<file path="src/rtl/apb_master_ctrl_pkg.sv">
// Shared types for the core-to-APB load/store path: FSM states and RV32I func3 size/sign codes.
package apb_master_ctrl_pkg;

    typedef enum logic [1:0] {
        ST_IDLE   = 2'd0,
        ST_SETUP  = 2'd1,
        ST_ACCESS = 2'd2,
        ST_RESP   = 2'd3
    } apb_state_e;

    localparam logic [2:0] F3_LB  = 3'b000;
    localparam logic [2:0] F3_LH  = 3'b001;
    localparam logic [2:0] F3_LW  = 3'b010;
    localparam logic [2:0] F3_LBU = 3'b100;
    localparam logic [2:0] F3_LHU = 3'b101;
    localparam logic [2:0] F3_SB  = 3'b000;
    localparam logic [2:0] F3_SH  = 3'b001;
    localparam logic [2:0] F3_SW  = 3'b010;

endpackage

</file>
<file path="src/rtl/apb_master_ctrl_if.sv">
// APB bus bundle between the master controller and NUM_SLV slaves; PRDATA packs slave i at [32i+31:32i].
interface apb_master_ctrl_if #(
    parameter int NUM_SLV = 4
);
    logic [31:0]           PADDR;
    logic [31:0]           PWDATA;
    logic                  PWRITE;
    logic [3:0]            PSTRB;
    logic [NUM_SLV-1:0]    PSEL;
    logic                  PENABLE;
    logic [32*NUM_SLV-1:0] PRDATA;
    logic [NUM_SLV-1:0]    PREADY;
    logic [NUM_SLV-1:0]    PSLVERR;

    modport master (
        output PADDR, PWDATA, PWRITE, PSTRB, PSEL, PENABLE,
        input  PRDATA, PREADY, PSLVERR
    );

    modport slave (
        input  PADDR, PWDATA, PWRITE, PSTRB, PSEL, PENABLE,
        output PRDATA, PREADY, PSLVERR
    );
endinterface

</file>
<file path="src/rtl/apb_lane_align.sv">
// Combinational byte-lane steering: store strobes/replication, load extension, size/alignment legality.
// Zero latency; no flow control.
module apb_lane_align
    import apb_master_ctrl_pkg::*;
(
    input  logic        we,
    input  logic [2:0]  func3,
    input  logic [1:0]  addr_lo,
    input  logic [31:0] wdata,
    input  logic [31:0] rdata_raw,
    output logic [3:0]  pstrb,
    output logic [31:0] pwdata,
    output logic [31:0] rdata_ext,
    output logic        bad
);
    logic [31:0] shifted;

    assign shifted = rdata_raw >> {addr_lo, 3'b000};

    always_comb begin
        pstrb     = 4'b0000;
        pwdata    = wdata;
        rdata_ext = 32'h0;
        bad       = 1'b0;
        if (we) begin
            case (func3)
                F3_SB: begin
                    pstrb  = 4'b0001 << addr_lo;
                    pwdata = {4{wdata[7:0]}};
                end
                F3_SH: begin
                    pstrb  = 4'b0011 << addr_lo;
                    pwdata = {2{wdata[15:0]}};
                    bad    = addr_lo[0];
                end
                F3_SW: begin
                    pstrb = 4'b1111;
                    bad   = |addr_lo;
                end
                default: bad = 1'b1;
            endcase
        end else begin
            case (func3)
                F3_LB:   rdata_ext = {{24{shifted[7]}}, shifted[7:0]};
                F3_LBU:  rdata_ext = {24'h0, shifted[7:0]};
                F3_LH: begin
                    rdata_ext = {{16{shifted[15]}}, shifted[15:0]};
                    bad       = addr_lo[0];
                end
                F3_LHU: begin
                    rdata_ext = {16'h0, shifted[15:0]};
                    bad       = addr_lo[0];
                end
                F3_LW: begin
                    rdata_ext = rdata_raw;
                    bad       = |addr_lo;
                end
                default: bad = 1'b1;
            endcase
        end
    end
endmodule

</file>
<file path="src/rtl/apb_master_ctrl.sv">
// Single-outstanding APB master for core loads/stores: decode, SETUP/ACCESS sequencing, lane alignment.
// Zero-wait latency req->done is 3 cycles (+1 per wait state, bounded by TIMEOUT); req ignored while busy.
module apb_master_ctrl
    import apb_master_ctrl_pkg::*;
#(
    parameter int          NUM_SLV   = 4,
    parameter logic [31:0] BASE_ADDR = 32'h1000_0000,
    parameter int          SLV_SHIFT = 12,
    parameter int          TIMEOUT   = 255
) (
    input  logic        clk,
    input  logic        reset,
    input  logic        req,
    input  logic        we,
    input  logic [31:0] addr,
    input  logic [31:0] wdata,
    input  logic [2:0]  func3,
    output logic [31:0] rdata,
    output logic        done,
    output logic        err,
    output logic        busy,
    apb_master_ctrl_if.master apb
);
    localparam int IDXW = (NUM_SLV > 1) ? $clog2(NUM_SLV) : 1;
    localparam int DW   = 32 - SLV_SHIFT;
    localparam int TW   = $clog2(TIMEOUT + 1);

    apb_state_e state, state_nxt;

    logic            we_q;
    logic [31:0]     addr_q;
    logic [2:0]      func3_q;
    logic [IDXW-1:0] idx_q;
    logic [3:0]      pstrb_q;
    logic [31:0]     pwdata_q;
    logic [TW-1:0]   tmo_cnt;
    logic [31:0]     rdata_q;
    logic            err_q;

    logic [DW-1:0]      slv_diff;
    logic               hit, bad_req, tmo_hit;
    logic               sel_rdy, sel_err;
    logic [31:0]        sel_rdata;
    logic [NUM_SLV-1:0] psel_hot;

    logic        al_we, al_bad;
    logic [2:0]  al_func3;
    logic [1:0]  al_addr;
    logic [3:0]  al_pstrb;
    logic [31:0] al_pwdata, al_rdata;

    // Modular subtraction: addresses below the window wrap high and miss.
    assign slv_diff = addr[31:SLV_SHIFT] - BASE_ADDR[31:SLV_SHIFT];
    assign hit      = slv_diff < DW'(NUM_SLV);
    assign bad_req  = !hit || al_bad;

    // The aligner checks the live request in IDLE and extends read data from the latched one afterwards.
    assign al_we    = (state == ST_IDLE) ? we         : we_q;
    assign al_func3 = (state == ST_IDLE) ? func3      : func3_q;
    assign al_addr  = (state == ST_IDLE) ? addr[1:0]  : addr_q[1:0];

    apb_lane_align u_align (
        .we        (al_we),
        .func3     (al_func3),
        .addr_lo   (al_addr),
        .wdata     (wdata),
        .rdata_raw (sel_rdata),
        .pstrb     (al_pstrb),
        .pwdata    (al_pwdata),
        .rdata_ext (al_rdata),
        .bad       (al_bad)
    );

    always_comb begin
        sel_rdata = 32'h0;
        for (int i = 0; i < NUM_SLV; i++) begin
            if (idx_q == IDXW'(i)) sel_rdata = apb.PRDATA[32*i +: 32];
        end
    end

    assign sel_rdy  = apb.PREADY[idx_q];
    assign sel_err  = apb.PSLVERR[idx_q];
    assign psel_hot = NUM_SLV'(1) << idx_q;
    assign tmo_hit  = (tmo_cnt == TW'(TIMEOUT - 1));

    always_ff @(posedge clk or negedge reset) begin
        if (!reset) state <= ST_IDLE;
        else        state <= state_nxt;
    end

    always_comb begin
        state_nxt   = state;
        busy        = 1'b1;
        done        = 1'b0;
        apb.PSEL    = '0;
        apb.PENABLE = 1'b0;
        case (state)
            ST_IDLE: begin
                busy = 1'b0;
                if (req) state_nxt = bad_req ? ST_RESP : ST_SETUP;
            end
            ST_SETUP: begin
                apb.PSEL  = psel_hot;
                state_nxt = ST_ACCESS;
            end
            ST_ACCESS: begin
                apb.PSEL    = psel_hot;
                apb.PENABLE = 1'b1;
                if (sel_rdy || tmo_hit) state_nxt = ST_RESP;
            end
            ST_RESP: begin
                done      = 1'b1;
                state_nxt = ST_IDLE;
            end
            default: state_nxt = ST_IDLE;
        endcase
    end

    always_ff @(posedge clk or negedge reset) begin
        if (!reset) begin
            we_q     <= 1'b0;
            addr_q   <= 32'h0;
            func3_q  <= 3'h0;
            idx_q    <= '0;
            pstrb_q  <= 4'h0;
            pwdata_q <= 32'h0;
            tmo_cnt  <= '0;
            rdata_q  <= 32'h0;
            err_q    <= 1'b0;
        end else begin
            case (state)
                ST_IDLE: begin
                    if (req) begin
                        err_q   <= bad_req;
                        rdata_q <= 32'h0;
                        tmo_cnt <= '0;
                        // Rejected requests leave the bus-facing registers untouched.
                        if (!bad_req) begin
                            we_q     <= we;
                            addr_q   <= addr;
                            func3_q  <= func3;
                            idx_q    <= slv_diff[IDXW-1:0];
                            pstrb_q  <= al_pstrb;
                            pwdata_q <= al_pwdata;
                        end
                    end
                end
                ST_ACCESS: begin
                    if (sel_rdy) begin
                        err_q   <= sel_err;
                        rdata_q <= (we_q || sel_err) ? 32'h0 : al_rdata;
                    end else if (tmo_hit) begin
                        err_q   <= 1'b1;
                        rdata_q <= 32'h0;
                    end else begin
                        tmo_cnt <= tmo_cnt + TW'(1);
                    end
                end
                default: ;
            endcase
        end
    end

    assign apb.PADDR  = addr_q;
    assign apb.PWRITE = we_q;
    assign apb.PSTRB  = pstrb_q;
    assign apb.PWDATA = pwdata_q;
    assign rdata      = done ? rdata_q : 32'h0;
    assign err        = done & err_q;
endmodule

</file>
<file path="src/flat_wrapper.sv">
// flat-port wrapper written by rule: the top's interface ports become plain ports
module apb_master_ctrl_flat import apb_master_ctrl_pkg::*;
#(
    parameter int          NUM_SLV   = 4,
    parameter logic [31:0] BASE_ADDR = 32'h1000_0000,
    parameter int          SLV_SHIFT = 12,
    parameter int          TIMEOUT   = 255
)
  (clk, reset, req, we, addr, wdata, func3, rdata, done, err, busy, apb_PADDR, apb_PWDATA, apb_PWRITE, apb_PSTRB, apb_PSEL, apb_PENABLE, apb_PRDATA, apb_PREADY, apb_PSLVERR);
  apb_master_ctrl_if #(.NUM_SLV(NUM_SLV)) apb_i ();
  input  logic clk;
  input  logic reset;
  input  logic req;
  input  logic we;
  input  logic [31:0] addr;
  input  logic [31:0] wdata;
  input  logic [2:0] func3;
  output logic [31:0] rdata;
  output logic done;
  output logic err;
  output logic busy;
  output wire logic [$bits(apb_i.PADDR)-1:0] apb_PADDR;
  output wire logic [$bits(apb_i.PWDATA)-1:0] apb_PWDATA;
  output wire logic [$bits(apb_i.PWRITE)-1:0] apb_PWRITE;
  output wire logic [$bits(apb_i.PSTRB)-1:0] apb_PSTRB;
  output wire logic [$bits(apb_i.PSEL)-1:0] apb_PSEL;
  output wire logic [$bits(apb_i.PENABLE)-1:0] apb_PENABLE;
  input wire logic [$bits(apb_i.PRDATA)-1:0] apb_PRDATA;
  input wire logic [$bits(apb_i.PREADY)-1:0] apb_PREADY;
  input wire logic [$bits(apb_i.PSLVERR)-1:0] apb_PSLVERR;
  assign apb_PADDR = apb_i.PADDR;
  assign apb_PWDATA = apb_i.PWDATA;
  assign apb_PWRITE = apb_i.PWRITE;
  assign apb_PSTRB = apb_i.PSTRB;
  assign apb_PSEL = apb_i.PSEL;
  assign apb_PENABLE = apb_i.PENABLE;
  assign apb_i.PRDATA = apb_PRDATA;
  assign apb_i.PREADY = apb_PREADY;
  assign apb_i.PSLVERR = apb_PSLVERR;
  apb_master_ctrl #(.NUM_SLV(NUM_SLV), .BASE_ADDR(BASE_ADDR), .SLV_SHIFT(SLV_SHIFT), .TIMEOUT(TIMEOUT)) u_core (.clk(clk), .reset(reset), .req(req), .we(we), .addr(addr), .wdata(wdata), .func3(func3), .rdata(rdata), .done(done), .err(err), .busy(busy), .apb(apb_i));
endmodule
</file>
<file path="config.mk">
export PLATFORM = sky130hd
export DESIGN_NAME = apb_master_ctrl_flat
export DESIGN_NICKNAME = d
export VERILOG_FILES = /design/src/rtl/apb_master_ctrl_pkg.sv /design/src/rtl/apb_master_ctrl_if.sv /design/src/rtl/apb_lane_align.sv /design/src/rtl/apb_master_ctrl.sv /design/src/flat_wrapper.sv
export SDC_FILE = /design/constraint.sdc
export NUM_CORES = 1
export LEC_CHECK = 0
export CAP_MARGIN = 10
export CORE_MARGIN = 2
export CORE_UTILIZATION = 40
export CTS_CLUSTER_DIAMETER = 50
export DETAILED_ROUTE_END_ITERATION = 10
export PLACE_DENSITY = 0.77
export SKIP_CTS_REPAIR_TIMING = 1
export SYNTH_ARGS = -nofsm -noshare
export SYNTH_HDL_FRONTEND = slang
export SYNTH_SLANG_ARGS = --single-unit
export TNS_END_PERCENT = 5
</file>
<file path="constraint.sdc">
create_clock -name clk -period 3.5 [get_ports clk]
set_input_delay 0.7 -clock clk [delete_from_list [all_inputs] [get_ports clk]]
set_output_delay 0.7 -clock clk [all_outputs]
set_load 0.01 [all_outputs]
</file>
=== Yosys cells after proc, flatten, opt, wreduce, memory -nomap -nowiden ===
Cells that the tools add are included.

* Add/sub/neg operators: 2
* $mul: 0
* Divide/modulo/power cells: 0
* Order comparisons: 2
* Eq/ne operators: 16
* Shifts and indexed selects: 4
* Mux-type cells: 42
* Bitwise gates (word level): 2
* Reduce and logical (&&, ||, !) cells: 16

{| class="wikitable"
|+ Operators with widths
! cell !! count
|-
| 2-to-1 mux 32 bit || 11
|-
| one-hot mux 32 bit (5 select lines) || 1
|-
| one-hot mux 32 bit (2 select lines) || 2
|-
| right shift 32 x 5 -> 16 bit || 1
|-
| 2-to-1 mux 8 bit || 3
|-
| less-than comparator 20 x 3 -> 1 bit (second input constant) || 1
|-
| subtractor 20 x 17 -> 20 bit (second input constant) || 1
|-
| one-hot mux 8 bit (2 select lines) || 1
|-
| one-hot mux 4 bit (3 select lines) || 1
|-
| 2-to-1 mux 1 bit || 10
|-
| adder 8 x 1 -> 8 bit (second input constant) || 1
|-
| == test 2 bit (second input constant) || 4
|-
| == test 8 bit (second input constant) || 1
|-
| 2-to-1 mux 2 bit || 4
|-
| 2-to-1 mux 4 bit || 2
|-
| one-hot mux 2 bit (4 select lines) || 1
|-
| OR reduction 2 bit || 4
|-
| << shifter 1 x 2 -> 4 bit (first input constant) || 2
|-
| == test 3 bit (second input constant) || 2
|-
| != test 2 bit (second input constant) || 3
|-
| one-hot mux 1 bit (3 select lines) || 2
|-
| AND reduction 3 bit || 2
|-
| binary-select mux 1 bit (select 2 bit) || 2
|-
| == test 2 x 1 -> 1 bit (second input constant) || 2
|-
| 17 further kinds || 20
|}

* Register bits after elaboration: 117
* Latch bits: 0
* Bits in writable memories: 0
* ROM bits: 0
* Input bits: 207
* Output and inout port bits: 109
* Word-level logic and storage cells: 94
* Memories: 0

=== Logic depth before layout (Yosys ltp) ===
* Word-level depth: 11
* Depth in mapped cells: 11
* Mapped depth without buffers: 7

=== Cells and area by module ===
Synthesis repeated with hierarchy kept, for this count alone.

* Cells, all modules: 672
* Area total of the unflattened synthesis: 7689.9 um^2

{| class="wikitable"
|+ By module, submodules not included
! module !! times used !! cells each !! area each (um^2) !! seq. area each (um^2)
|-
| apb_master_ctrl || 1 || 474 || 6336.1 || 2877.8
|-
| apb_lane_align || 1 || 198 || 1353.8 || 0.0
|}

=== Worst setup path before layout ===
Ideal clock, no wire load.

* Path kind: flip-flop to flip-flop
* From: register u_core.state[0]
* To: register u_core.pwdata_q[23], in the netlist u_core.apb.PWDATA[23]
* Setup time: 0.125 ns
* Arrival time: 2.403 ns
* Required time: 3.375 ns
* Slack: 0.971 ns
* Cell stages (with the launch flop): 11
* Path buffers: 3
* Clock period less this slack: 2.529 ns
* Cells stage by stage: dfrtp_1 > inv_1 > ha_1 > buf_2 > buf_4 > nand2_1 > a21boi_1 > nand3b_4 > buf_4 > mux2_1 > mux2_4

* Word-level cells in the longest chain between the ends: 9

{| class="wikitable"
|+ RTL lines
! what !! line !! text
|-
| from (decl) || apb_master_ctrl.sv:28 || <nowiki>apb_state_e state, state_nxt;</nowiki>
|-
| from (signal assigned) || apb_master_ctrl.sv:88 || <nowiki>else state <= state_nxt;</nowiki>
|-
| zero test 2 bit * || n/a ||
|-
| 2-to-1 mux 3 bit || apb_master_ctrl.sv:59 || <nowiki>assign al_func3 = (state == ST_IDLE) ? func3 : func3_q;</nowiki>
|-
| == test 3 bit (tied with other cells) || apb_lane_align.sv:43 || <nowiki>case (func3)</nowiki>
|-
| OR reduction 2 bit (no line) || n/a ||
|-
| one-hot mux 1 bit (3 select lines) || apb_lane_align.sv:43 ||
|-
| 2-to-1 mux 1 bit || apb_lane_align.sv:25 || <nowiki>if (we) begin</nowiki>
|-
| logical OR 1 bit || apb_master_ctrl.sv:55 || <nowiki>assign bad_req = !hit || al_bad;</nowiki>
|-
| NOT 1 bit (no line) || n/a ||
|-
| AND reduction 3 bit (no line) || n/a ||
|-
| to (signal assigned) || apb_master_ctrl.sv:144 || <nowiki>pwdata_q <= al_pwdata;</nowiki>
|-
| to (decl) || apb_master_ctrl.sv:35 || <nowiki>logic [31:0] pwdata_q;</nowiki>
|}

Mark *: on every way between the ends. The rest lies on a longest branch, timed or not.
A chain may end at the register's enable or synchronous reset.

=== Worst setup path in the final report ===
* From: register u_core.state[0]
* To: register u_core.rdata_q[14]

* Word-level cells in the longest chain between the ends: 8

{| class="wikitable"
|+ RTL lines
! what !! line !! text
|-
| zero test 2 bit || n/a ||
|-
| 2-to-1 mux 2 bit or 2-to-1 mux 3 bit (tied branches) || apb_master_ctrl.sv:60, apb_master_ctrl.sv:59 ||
|-
| right shift 32 x 5 -> 16 bit (tied with other cells) || apb_lane_align.sv:18 || <nowiki>assign shifted = rdata_raw >> {addr_lo, 3'b000};</nowiki>
|-
| one-hot mux 32 bit (5 select lines) || apb_lane_align.sv:43 ||
|-
| 2-to-1 mux 32 bit || apb_lane_align.sv:25 ||
|-
| 2-to-1 mux 32 bit || apb_master_ctrl.sv:151 || <nowiki>rdata_q <= (we_q || sel_err) ? 32'h0 : al_rdata;</nowiki>
|-
| 2-to-1 mux 32 bit || apb_master_ctrl.sv:149 || <nowiki>if (sel_rdy) begin</nowiki>
|-
| one-hot mux 32 bit (2 select lines) || apb_master_ctrl.sv:131 || <nowiki>case (state)</nowiki>
|-
| to (signal assigned) || apb_master_ctrl.sv:151 ||
|-
| to (decl) || apb_master_ctrl.sv:37 || <nowiki>logic [31:0] rdata_q;</nowiki>
|}

Several ways; a longest one is shown, not always the timed one.

==> impl_metrics.py <==
metrics = {
    "route": {
        "dr_wl_met2_um": 12000,
        "met1_length_um": 9460,
        "drt_first_iter_violations": 428,
        "totalWireLength_um": 23900,
        "final_antenna_net_count": 0,
        "vias_per_cell": 5.49,
        "met3_wirelength_um": 1860,
        "remaining_routing_drc_violations": 0,
        "iteration_count_of_the_initial_detailed_routing_pass": 5,
        "vias": 6584,
        "drt-wirelength-per-cell_um": 20.0,
        "top_layer_used": "met4",
    },
    "floorplanning": {
        "die_y_um": 137,
        "core.rowCount": 48,
        "area_of_the_core_region_mm2": 0.0173,
        "design.die.area_mm2": 0.0188,
        "initial_util": 0.410,
        "horizontal_die_dimension_um": 137,
        "io_pins": 316,
    },
    "clocking": {
        "clk_lat_worst_skew_ps": 420,
        "cts-root-buf": "sky130_fd_sc_hd__clkbuf_16",
        "cts_inserted_buffers": 17,
        "clock_tree_from_tritoncts": "built",
        "cts.sinks": 115,
        "clkTransAtPathRegs_ps": 60,
        "maximum_number_of_buffers_from_clock_root_to_sink": 2,
        "ctsHtreeMaxLevel": 4,
    },
    "synth": {
        "yosys-top-cells-area": "sky130_fd_sc_hd__dfrtp_1, sky130_fd_sc_hd__mux4_2, sky130_fd_sc_hd__mux2_4, sky130_fd_sc_hd__and2_1, sky130_fd_sc_hd__mux2i_1",
        "ys_dominant_reg_cell": "sky130_fd_sc_hd__dfrtp_1",
        "synth_top_area_share": 0.406,
        "netlist.top_cell.by_area": "sky130_fd_sc_hd__dfrtp_1",
        "synth_seq_area_share": 0.406,
        "syn_inst": 648,
        "synthesized_nets": 860,
        "synth_area_mm2": 0.00710,
        "postSynthAreaPerCell_um2": 11.0,
        "yosys_register_bits": 115,
        "synthesis.yosys.warnings": 0,
        "count_of_flip_flops_with_a_built_in_enable_after_synthesis": 0,
        "synthMostInstantiatedCell": "sky130_fd_sc_hd__dfrtp_1",
        "synth_cell_types": 61,
        "synthTopCellsByCount": "sky130_fd_sc_hd__dfrtp_1, sky130_fd_sc_hd__and2_1, sky130_fd_sc_hd__nand2_1",
        "async_reset_ff_frac": 1.00,
    },
    "grt": {
        "antenna_violations_before_repair": 0,
        "grt.total_usage": 0.258,
        "via_count_of_the_first_global_routing_pass": 6753,
        "grt_start_max_net_pins": 72,
        "leftover_overflow_at_the_end_of_global_routing": 0,
        "grt_pass1_wl_um": 36900,
    },
    "pwr": {
        "power.ir.vdd_worst_mv": 0.434,
        "power.share.switching": 0.343,
        "power_per_cell_area_mw_per_mm2": 495,
        "total_power_uw": 5530,
        "total_leakage_power_uw": 0.00484,
        "power.share.sequential": 0.285,
        "clock_power_share": 0.339,
        "comb_power_share": 0.376,
        "power.net_switching_uw": 1890,
        "internal_cell_power_uw": 3630,
    },
    "placement": {
        "hpwl_um": 18100,
        "port_buffers": 315,
        "place_congestion": 0.842,
    },
    "setup_path": {
        "path_delay_family": "compound AO/OA/AOI/OAI gates",
        "critPathLaunch": "u_core.state[0]",
        "worst_r2r_startpoint": "u_core.state[0]",
        "crit_top_cell": "sky130_fd_sc_hd__buf_4",
        "critPathLaunchType": "register",
        "cp.required_ps": 3830,
        "worst_path_largest_cell_delay_ps": 510,
        "worstPathCellList": "inv_1 > ha_1 > buf_4 > mux2i_2 > buf_4 > a21boi_0 > a2111oi_4 > a211oi_1 > o21ai_1",
        "timing_worst_setup_path_type": "reg -> reg",
        "cp-end-kind": "register",
        "cp.arrival_ps": 3310,
        "critPathSlowestCell": "sky130_fd_sc_hd__a2111oi_4",
        "crit_fanout": 21,
        "critical_path.n_buffers_inverters": 3,
    },
    "timing": {
        "fin_skew_ps": 11.0,
        "timing.final.hold_violations": 0,
        "timing_worst_slew_pin_value_ps": 885,
        "report.final.setup_viol": 0,
        "final_max_tran_viols": 0,
        "rsz0062_at_grt": "no",
        "max-slew-margin-rel": 0.405,
        "fmax_mhz": 335,
        "min_period_ps": 2980,
        "portion_of_the_clock_cycle_consumed_by_the_worst_path_in_the_final_layout": 0.853,
        "setup-tns-final_ps": 0,
    },
    "min_path": {
        "hp-class": "in -> async",
    },
    "status": {
        "status": "complete, no violations",
    },
    "final_layout": {
        "fill_cells": 1411,
        "nNetsFinal": 1173,
        "drive_above_1_share": 0.151,
        "synthToLayoutAreaGrowth_pct": 57.1,
    },
    "run": {
        "timing.max_cap.violations": 0,
    },
}
==> logic make-up (layout without fill, tap and decap cells) <==
group,after synthesis,count (layout),synth area share
adder cells (fa/ha/maj),5,5,0.00882
AND/OR/NAND/NOR,209,209,0.157
buffers and inverters,71,396,0.0487
XOR/XNOR,5,5,0.00617
multiplexers,111,111,0.240
AO/OA/AOI/OAI,132,132,0.134
other,0,1,0
flip-flops,115,115,0.406
==> metrics by stage <==
step	std cells	hold WS, ps	worst slack, ps	utilization	instance area, um^2
after floorplan	648	404	971	-	7100
after detailed placement	1167	466	209	0.608	10500
after global routing	1198	338	269	0.645	11100
final	1199	313	516	0.645	11200
after global placement	1167	456	282	0.608	10500
after CTS	1198	328	534	0.645	11100
==> layout by cell type (no fill, tap or decap), types with 3 or more instances in the layout <==
cell	n
sky130_fd_sc_hd__nor2_1	30
sky130_fd_sc_hd__inv_6	5
sky130_fd_sc_hd__o22ai_1	3
sky130_fd_sc_hd__nor3_1	6
sky130_fd_sc_hd__clkdlybuf4s50_1	314
sky130_fd_sc_hd__clkinv_4	3
sky130_fd_sc_hd__dfrtp_1	114
sky130_fd_sc_hd__mux2_2	11
sky130_fd_sc_hd__and3_1	6
sky130_fd_sc_hd__nor2b_1	3
sky130_fd_sc_hd__clkbuf_16	17
sky130_fd_sc_hd__ha_1	5
sky130_fd_sc_hd__o21ai_1	8
sky130_fd_sc_hd__nand3_1	20
sky130_fd_sc_hd__nand2_1	52
sky130_fd_sc_hd__inv_1	23
sky130_fd_sc_hd__mux4_2	34
sky130_fd_sc_hd__buf_4	26
sky130_fd_sc_hd__nor4_1	4
sky130_fd_sc_hd__a211oi_1	19
sky130_fd_sc_hd__mux2i_1	22
sky130_fd_sc_hd__nand4_1	14
sky130_fd_sc_hd__a21oi_1	29
sky130_fd_sc_hd__o21ai_0	10
sky130_fd_sc_hd__mux2_1	13
sky130_fd_sc_hd__a22oi_1	22
sky130_fd_sc_hd__o2bb2ai_1	3
sky130_fd_sc_hd__mux2i_2	4
sky130_fd_sc_hd__xnor2_1	5
sky130_fd_sc_hd__nand2b_1	7
sky130_fd_sc_hd__o211ai_1	14
sky130_fd_sc_hd__bufinv_16	4
sky130_fd_sc_hd__and2_1	54
sky130_fd_sc_hd__mux2_4	27
==> registers in the layout, indices dropped and copies added, names as in the netlist <==
register	count
u_core.tmo_cnt	8
u_core.idx_q	1
u_core.func3_q	3
u_core.apb.PWDATA	32
u_core.err_q	1
u_core.apb.PWRITE	1
u_core.apb.PADDR	31
u_core.state	2
u_core.apb.PSTRB	4
u_core.rdata_q	32
==> metal layers <==
| layer | vias up | track usage |
|---|---|---|
| met2 | 333 | 0.424 |
| met4 | 0 | 0.0899 |
| li1 | 3026 | - |
| met5 | - | 0 |
| met3 | 39 | 0.0721 |
| met1 | 3186 | 0.326 |
==> final cells by class <==
type	count	area, um^2	share of cell area
Multi-Input combinational cell	462	3900	0.349
Timing Repair Buffer	342	3380	0.303
Sequential cell	115	2880	0.258
Clock buffer	17	425	0.0381
Tap cell	225	282	0.0252
Clock inverter	14	203	0.0182
Inverter	23	86.3	0.00774
Antenna cell	1	2.50	0.000224
==> final timing paths <==
path	end	slack, ps	cells past startpoint
setup / recovery	u_core.rdata_q[14]	520	9
hold / removal	u_core.rdata_q[5]	310	1
setup reg to reg	u_core.rdata_q[14]	520	9
hold reg to reg	u_core.rdata_q[6]	480	2
max in group asynchronous	u_core.apb.PWDATA[25]	2390	2
min in group clk	u_core.rdata_q[6]	480	2
==> power groups by stage <==
stage / Combinational [uW] / Clock, uW / Sequential, uW
finish: 2080 / 1870 / 1570
global route: 2270 / 1960 / 1590
CTS: 2070 / 1900 / 1570
detailed placement: 2050 / 0 / 1590
global placement: 2020 / 0 / 1590
floorplan: 1230 / 0 / 1570
No activity file was read; power rests on OpenSTA's default activity.
